`src/rtl/sm_phase_seq.sv`:
```
// sm_phase_seq -- stepper-motor phase sequencer.
//
// Qualifies the incoming step-pulse train with a minimum-width filter. Each
// accepted pulse becomes one full or half step of a 4-coil drive pattern.
// The block keeps a signed position count with soft limits, and drops to a
// reduced-current hold state after a programmable idle time.
//
// Ports:
//   clk, rst_n        system clock, asynchronous active-low reset
//   drv_pulse         step pulse (active level selected by invert_pulse)
//   invert_pulse      1 = drv_pulse is active-low
//   drv_en_SM         motor enable, 0 = coils off
//   dir               1 = forward (+), 0 = reverse (-)
//   half_step         1 = half-step table, 0 = two-coil full-step
//   pos_clr           synchronous position clear (wins over a coincident step)
//   lim_lo, lim_hi    signed soft limits
//   phase             registered coil drive {A, B, A', B'}
//   hold_low          reduced hold current requested
//   position          signed step count
//   at_limit          last accepted pulse was blocked by a limit
//   step_strobe       one-cycle pulse per executed step
module sm_phase_seq #(
    parameter int SIZE        = 16,
    parameter int MIN_WIDTH   = 4,
    parameter int HOLD_CYCLES = 50000
) (
    input  logic            clk,
    input  logic            rst_n,
    input  logic            drv_pulse,
    input  logic            invert_pulse,
    input  logic            drv_en_SM,
    input  logic            dir,
    input  logic            half_step,
    input  logic            pos_clr,
    input  logic [SIZE-1:0] lim_lo,
    input  logic [SIZE-1:0] lim_hi,
    output logic [3:0]      phase,
    output logic            hold_low,
    output logic [SIZE-1:0] position,
    output logic            at_limit,
    output logic            step_strobe
);

    localparam int WW = $clog2(MIN_WIDTH + 1);
    localparam int IW = $clog2(HOLD_CYCLES + 1);
    localparam logic [SIZE-1:0] POS_ONE = SIZE'(1);

    typedef enum logic [1:0] {
        S_OFF  = 2'd0,
        S_RUN  = 2'd1,
        S_HOLD = 2'd2
    } state_t;

    state_t          r_state, w_state_nx;
    logic [WW-1:0]   r_wcnt, w_wcnt_nx;
    logic [IW-1:0]   r_idle, w_idle_nx;
    logic [2:0]      r_idx, w_idx_nx;
    logic [SIZE-1:0] r_pos, w_pos_nx;
    logic            r_at_lim, w_at_lim_nx;
    logic            r_strobe;
    logic [3:0]      r_phase, w_phase_nx;

    logic            w_p, w_accept, w_block, w_step;
    logic [2:0]      w_delta;

    function automatic logic [3:0] phase_lut(input logic [2:0] i);
        logic [3:0] v;
        case (i)
            3'd0:    v = 4'b1000;
            3'd1:    v = 4'b1100;
            3'd2:    v = 4'b0100;
            3'd3:    v = 4'b0110;
            3'd4:    v = 4'b0010;
            3'd5:    v = 4'b0011;
            3'd6:    v = 4'b0001;
            default: v = 4'b1001;
        endcase
        return v;
    endfunction

    always_comb begin
        w_p = drv_pulse ^ invert_pulse;
        // Acceptance fires on the cycle the width count reaches MIN_WIDTH, i.e.
        // while the registered count is still MIN_WIDTH-1. Gating with
        // drv_en_SM discards an acceptance that coincides with disable.
        w_accept = (r_state != S_OFF) && drv_en_SM && w_p &&
                   (r_wcnt == WW'(MIN_WIDTH - 1));
        w_block  = w_accept &&
                   (dir ? ($signed(r_pos) >= $signed(lim_hi))
                        : ($signed(r_pos) <= $signed(lim_lo)));
        w_step   = w_accept && !w_block;
        // Half-step moves one index. Full-step moves to the next odd (two-coil) index:
        // one from an even index, two from an odd one.
        w_delta  = (half_step || !r_idx[0]) ? 3'd1 : 3'd2;

        w_state_nx  = r_state;
        w_wcnt_nx   = r_wcnt;
        w_idle_nx   = r_idle;
        w_idx_nx    = r_idx;
        w_pos_nx    = r_pos;
        w_at_lim_nx = r_at_lim;
        w_phase_nx  = 4'b0000;

        case (r_state)
            S_OFF:   if (drv_en_SM) w_state_nx = S_RUN;
            S_RUN: begin
                if (!drv_en_SM)
                    w_state_nx = S_OFF;
                else if (!w_step && (r_idle >= IW'(HOLD_CYCLES - 1)))
                    w_state_nx = S_HOLD;
            end
            S_HOLD: begin
                if (!drv_en_SM)
                    w_state_nx = S_OFF;
                else if (w_step)
                    w_state_nx = S_RUN;
            end
            default: w_state_nx = S_OFF;
        endcase

        // Width counter: saturates so only one acceptance per active period.
        if (r_state == S_OFF || !drv_en_SM || !w_p)
            w_wcnt_nx = '0;
        else if (r_wcnt != WW'(MIN_WIDTH))
            w_wcnt_nx = r_wcnt + 1'b1;

        // Idle counter: cycles since the last executed step. Blocked pulses
        // deliberately do not restart it.
        if (r_state == S_OFF || w_state_nx == S_OFF || w_step)
            w_idle_nx = '0;
        else if (r_idle != IW'(HOLD_CYCLES))
            w_idle_nx = r_idle + 1'b1;

        if (w_step)
            w_idx_nx = dir ? (r_idx + w_delta) : (r_idx - w_delta);

        if (pos_clr)
            w_pos_nx = '0;
        else if (w_step)
            w_pos_nx = dir ? (r_pos + POS_ONE) : (r_pos - POS_ONE);

        if (w_block)
            w_at_lim_nx = 1'b1;
        else if (w_step)
            w_at_lim_nx = 1'b0;

        if (w_state_nx != S_OFF)
            w_phase_nx = phase_lut(w_idx_nx);
    end

    always_ff @(posedge clk or negedge rst_n) begin
        if (!rst_n) begin
            r_state  <= S_OFF;
            r_wcnt   <= '0;
            r_idle   <= '0;
            r_idx    <= '0;
            r_pos    <= '0;
            r_at_lim <= 1'b0;
            r_strobe <= 1'b0;
            r_phase  <= 4'b0000;
        end else begin
            r_state  <= w_state_nx;
            r_wcnt   <= w_wcnt_nx;
            r_idle   <= w_idle_nx;
            r_idx    <= w_idx_nx;
            r_pos    <= w_pos_nx;
            r_at_lim <= w_at_lim_nx;
            r_strobe <= w_step;
            r_phase  <= w_phase_nx;
        end
    end

    assign phase       = r_phase;
    assign hold_low    = (r_state == S_HOLD);
    assign position    = r_pos;
    assign at_limit    = r_at_lim;
    assign step_strobe = r_strobe;

endmodule

```
`config.mk`:
```
export PLATFORM = sky130hd
export DESIGN_NAME = sm_phase_seq
export DESIGN_NICKNAME = d
export VERILOG_FILES = /design/src/rtl/sm_phase_seq.sv
export SDC_FILE = /design/constraint.sdc
export NUM_CORES = 1
export LEC_CHECK = 0
export CAP_MARGIN = 15
export CORE_UTILIZATION = 30
export CTS_BUF_LIST = sky130_fd_sc_hd__clkbuf_8 sky130_fd_sc_hd__clkbuf_16
export CTS_CLUSTER_SIZE = 16
export DETAILED_ROUTE_END_ITERATION = 8
export PLACE_DENSITY_LB_ADDON = 0.25
export SLEW_MARGIN = 20
export SYNTH_ARGS = -nofsm -noshare
export SYNTH_HDL_FRONTEND = slang
export SYNTH_SLANG_ARGS = --single-unit
```
`constraint.sdc`:
```
create_clock -name clk -period 3.1 [get_ports clk]
set_clock_uncertainty 0.1 [all_clocks]
set_input_delay 0.62 -clock clk [delete_from_list [all_inputs] [get_ports clk]]
set_output_delay 0.62 -clock clk [all_outputs]
set_load 0.03 [all_outputs]
```
==> flow_metrics.py, run 1 <==
metrics = {
    "run_status": {
        "status": "finished clean",
    },
    "worst_setup_path": {
        "r2r_start": "position[13]",
        "cp-start-kind": "flop",
        "reg2regPathDepth": 13,
        "crit_start": "position[13]",
        "worstSetupPathType": "flop to flop",
        "crit_path_top_delay_cell": "dfrtp_1",
        "path_max_fanout": 5,
        "cpMostUsedCell": "buf_4",
        "worst_path_largest_cell_delay_ps": 420,
        "crit_chain": "buf_4, ha_1, nand4_1, buf_4, nor4_4, nor4_2, and4_4, buf_4, nor3_4, buf_6, buf_6, nor3b_1, a211o_1",
        "crit_arrival_ps": 3120,
        "end_kind": "flop",
        "cp.required_ps": 3170,
        "reg2reg_slack_ps": 50,
    },
    "global_route": {
        "grt_pass1_vias": 3762,
        "grt-ovfl-total": 0,
        "grt_usage": 0.1735,
        "antenna_found_initial": 0,
        "grt_pass1_wl_mm": 17.97,
        "grt_max_degree": 47,
    },
    "die": {
        "core_area_mm2": 0.01211,
        "initial_utilization": 0.3092,
        "dieHeight_um": 113.7,
        "io_pins": 63,
        "die_area_mm2": 0.01293,
        "dieWidth_um": 113.7,
        "rows": 40,
    },
    "yosys": {
        "syn-cell-area_mm2": 0.003745,
        "syn_nets": 531,
        "syn_inst": 438,
        "synth_top_flop_cell": "dfrtp_1",
        "synth_edf_count": 0,
        "synth_seq_cells": 46,
        "async_reset_ff_frac": 1.000,
        "yosysUniqueCellTypes": 55,
        "synth.yosys.seq_area_share": 0.3074,
        "synth.avg_cell_area_um2": 8.550,
        "yosysWarnings": 0,
    },
    "drt": {
        "drc_errors": 0,
        "ant_nets": 0,
        "dr.pass1.iters": 5,
        "totalWireLength_mm": 10.93,
        "wl_per_cell_um": 14.40,
        "via_per_inst": 4.835,
        "drt_iter0_markers": 137,
        "routed-via-count": 3670,
    },
    "clocking": {
        "cts_inserted_buffers": 5,
        "htreeDepth": 2,
        "cts_sinks": 46,
        "root_buffer": "clkbuf_16",
        "clock_latency_ps": 280,
        "cts_tree": "built",
        "clk_path_buf_depth": 2,
        "cts.clk_slew.worst_paths_ps": 70,
    },
    "timing": {
        "hold_ws_ps": 330.9,
        "slew_violations": 0,
        "fmax_mhz": 328.1,
        "setup_slack_ps": 51.98,
        "rsz0062_at_grt": "yes",
        "worst_slew_pin_slew_ps": 615.5,
        "fin_crit_sh": 0.9832,
        "hold_viol": 0,
        "fin_crit_ps": 3048,
        "slew_headroom": 0.5897,
        "finalSetupViolCount": 0,
    },
    "min_path": {
        "hold_path.class": "primary input to async pin",
    },
    "placement": {
        "place.gp.congestion": 0.8927,
        "dp_slack_ps": -726.1,
        "dp.cells": 737,
        "dpl.hpwl_mm": 8.236,
        "port_buffers": 62,
    },
    "finish": {
        "fin_nets": 683,
        "final_cells": 759,
        "utilization": 0.4862,
        "drive_gt1_frac": 0.3130,
        "synthToLayoutAreaGrowth_pct": 57.23,
        "fillers": 1154,
        "n_antenna_cell": 0,
    },
    "pwr": {
        "p_leak_nw": 2.681,
        "ir_drop_mv": 0.1923,
        "p_per_area_mw_per_mm2": 247.5,
    },
    "job": {
        "drv_cap": 0,
    },
}
[cells in the final DEF, fill, tap and decap left out, types with 22 or more instances in the layout]
master           count
nand2_1             39
ha_1                26
a21oi_1             31
inv_1               33
dlygate4sd2_1       24
clkdlybuf4s50_1     32
dfrtp_1             45
nor2_1              44
ha_4                22
buf_4               81
[metrics by stage]
step | total power, mW | cell area [µm²] | TNS [ps]
3_5_place_dp | 0.8287 | 5114 | -19060
3_3_place_gp | 0.8229 | 5114 | -18680
4_1_cts | 1.466 | 5737 | 0
5_1_grt | 1.516 | 5888 | -415.7
6_report | 1.458 | 5888 | 0
2_1_floorplan | 0.7083 | 3749 | 0
[cells in the mapped netlist (5+ instances only)]
| master | n | area, µm² |
|---|---|---|
| inv_1 | 52 | 195.2 |
| ha_1 | 51 | 638.1 |
| dfrtp_1 | 46 | 1151 |
| nor2_1 | 46 | 172.7 |
| nand2_1 | 39 | 146.4 |
| a21oi_1 | 38 | 190.2 |
| nand3_1 | 19 | 95.09 |
| xnor2_1 | 15 | 131.4 |
| nand4_1 | 12 | 75.07 |
| xor2_1 | 12 | 105.1 |
| o21ai_0 | 11 | 55.05 |
| a21o_1 | 9 | 67.56 |
| nor4_1 | 7 | 43.79 |
| a211oi_1 | 5 | 37.54 |
| nor3_1 | 5 | 25.02 |
[worst max-delay path, delay by kind of cell (launching register included)]
family | cells | cell delay, ps
AO/OA/AOI/OAI | 1 | 290
buffers and inverters | 5 | 770
adder cells (fa/ha/maj) | 1 | 290
AND/OR/NAND/NOR | 6 | 1070
flip-flops | 1 | 420
[state kept, by name, indices dropped and copies added, names as in the netlist]
name,count
phase,4
step_strobe,1
r_wcnt,3
r_idle,16
r_idx,3
at_limit,1
r_state,2
position,16
[report_power, final]
part / internal [mW] / leakage, nW / switching [mW]
clock network: 0.378 / 0.0812 / 0.240
registers: 0.604 / 0.622 / 0.00426
logic: 0.115 / 1.98 / 0.116
total: 1.10 / 2.68 / 0.360
[worst paths after layout]
kind / end
worst max-delay path: position[14]
max in group asynchronous: position[6]
min in group clk: at_limit
worst min-delay path: r_wcnt[1]
worst min register to register: at_limit
worst max register to register: position[14]
[cells by family (layout without fill, tap and decap cells)]
| logic type | after synthesis | in the layout | share of synthesized area |
|---|---|---|---|
| AOI/OAI and AO/OA | 95 | 95 | 0.1697 |
| xor gates and xnor gates | 27 | 27 | 0.06315 |
| adders and majority gates | 53 | 53 | 0.1811 |
| buffers and inverters | 60 | 213 | 0.06916 |
| DFF | 46 | 46 | 0.3074 |
| muxes | 2 | 2 | 0.006014 |
| and+or+nand+nor | 155 | 155 | 0.2035 |
[final cells by class]
cell class                      instances  area, µm²  share of cell area
Sequential cell                        46       1152              0.1957
Timing Repair Buffer                  153       1343              0.2280
Clock buffer                            5      125.1             0.02125
Clock inverter                          3      41.29            0.007012
Tap cell                              168      210.2             0.03570
Multi-Input combinational cell        332       2815              0.4781
Inverter                               52      201.4             0.03421
[per-layer routing]
metal / routed length [µm] / vias to the layer above / global-route usage
li1: - / 1844 / -
met1: 5009 / 1756 / 0.2274
met2: 5429 / 60 / 0.3045
met3: 337 / 10 / 0.01860
met4: 152 / 0 / 0.04298
met5: 0 / - / 0
[what timing repair did]
action | CTS | global route
setup endpoints to repair | 38 | 34
pin swaps | 57 | 24
gates cloned | 1 | 0
setup buffers | 8 | 6
hold buffers | 0 | 0
gates resized for setup | 99 | 30
No activity file was read; power rests on OpenSTA's default activity.
==> run 2: changes to the inputs <==
- CAP_MARGIN: 15 -> 5
- SLEW_MARGIN: 20 -> default
==> results of run 2 <==
Same layout as run 1: the final DEF is identical, and so are final timing and power.
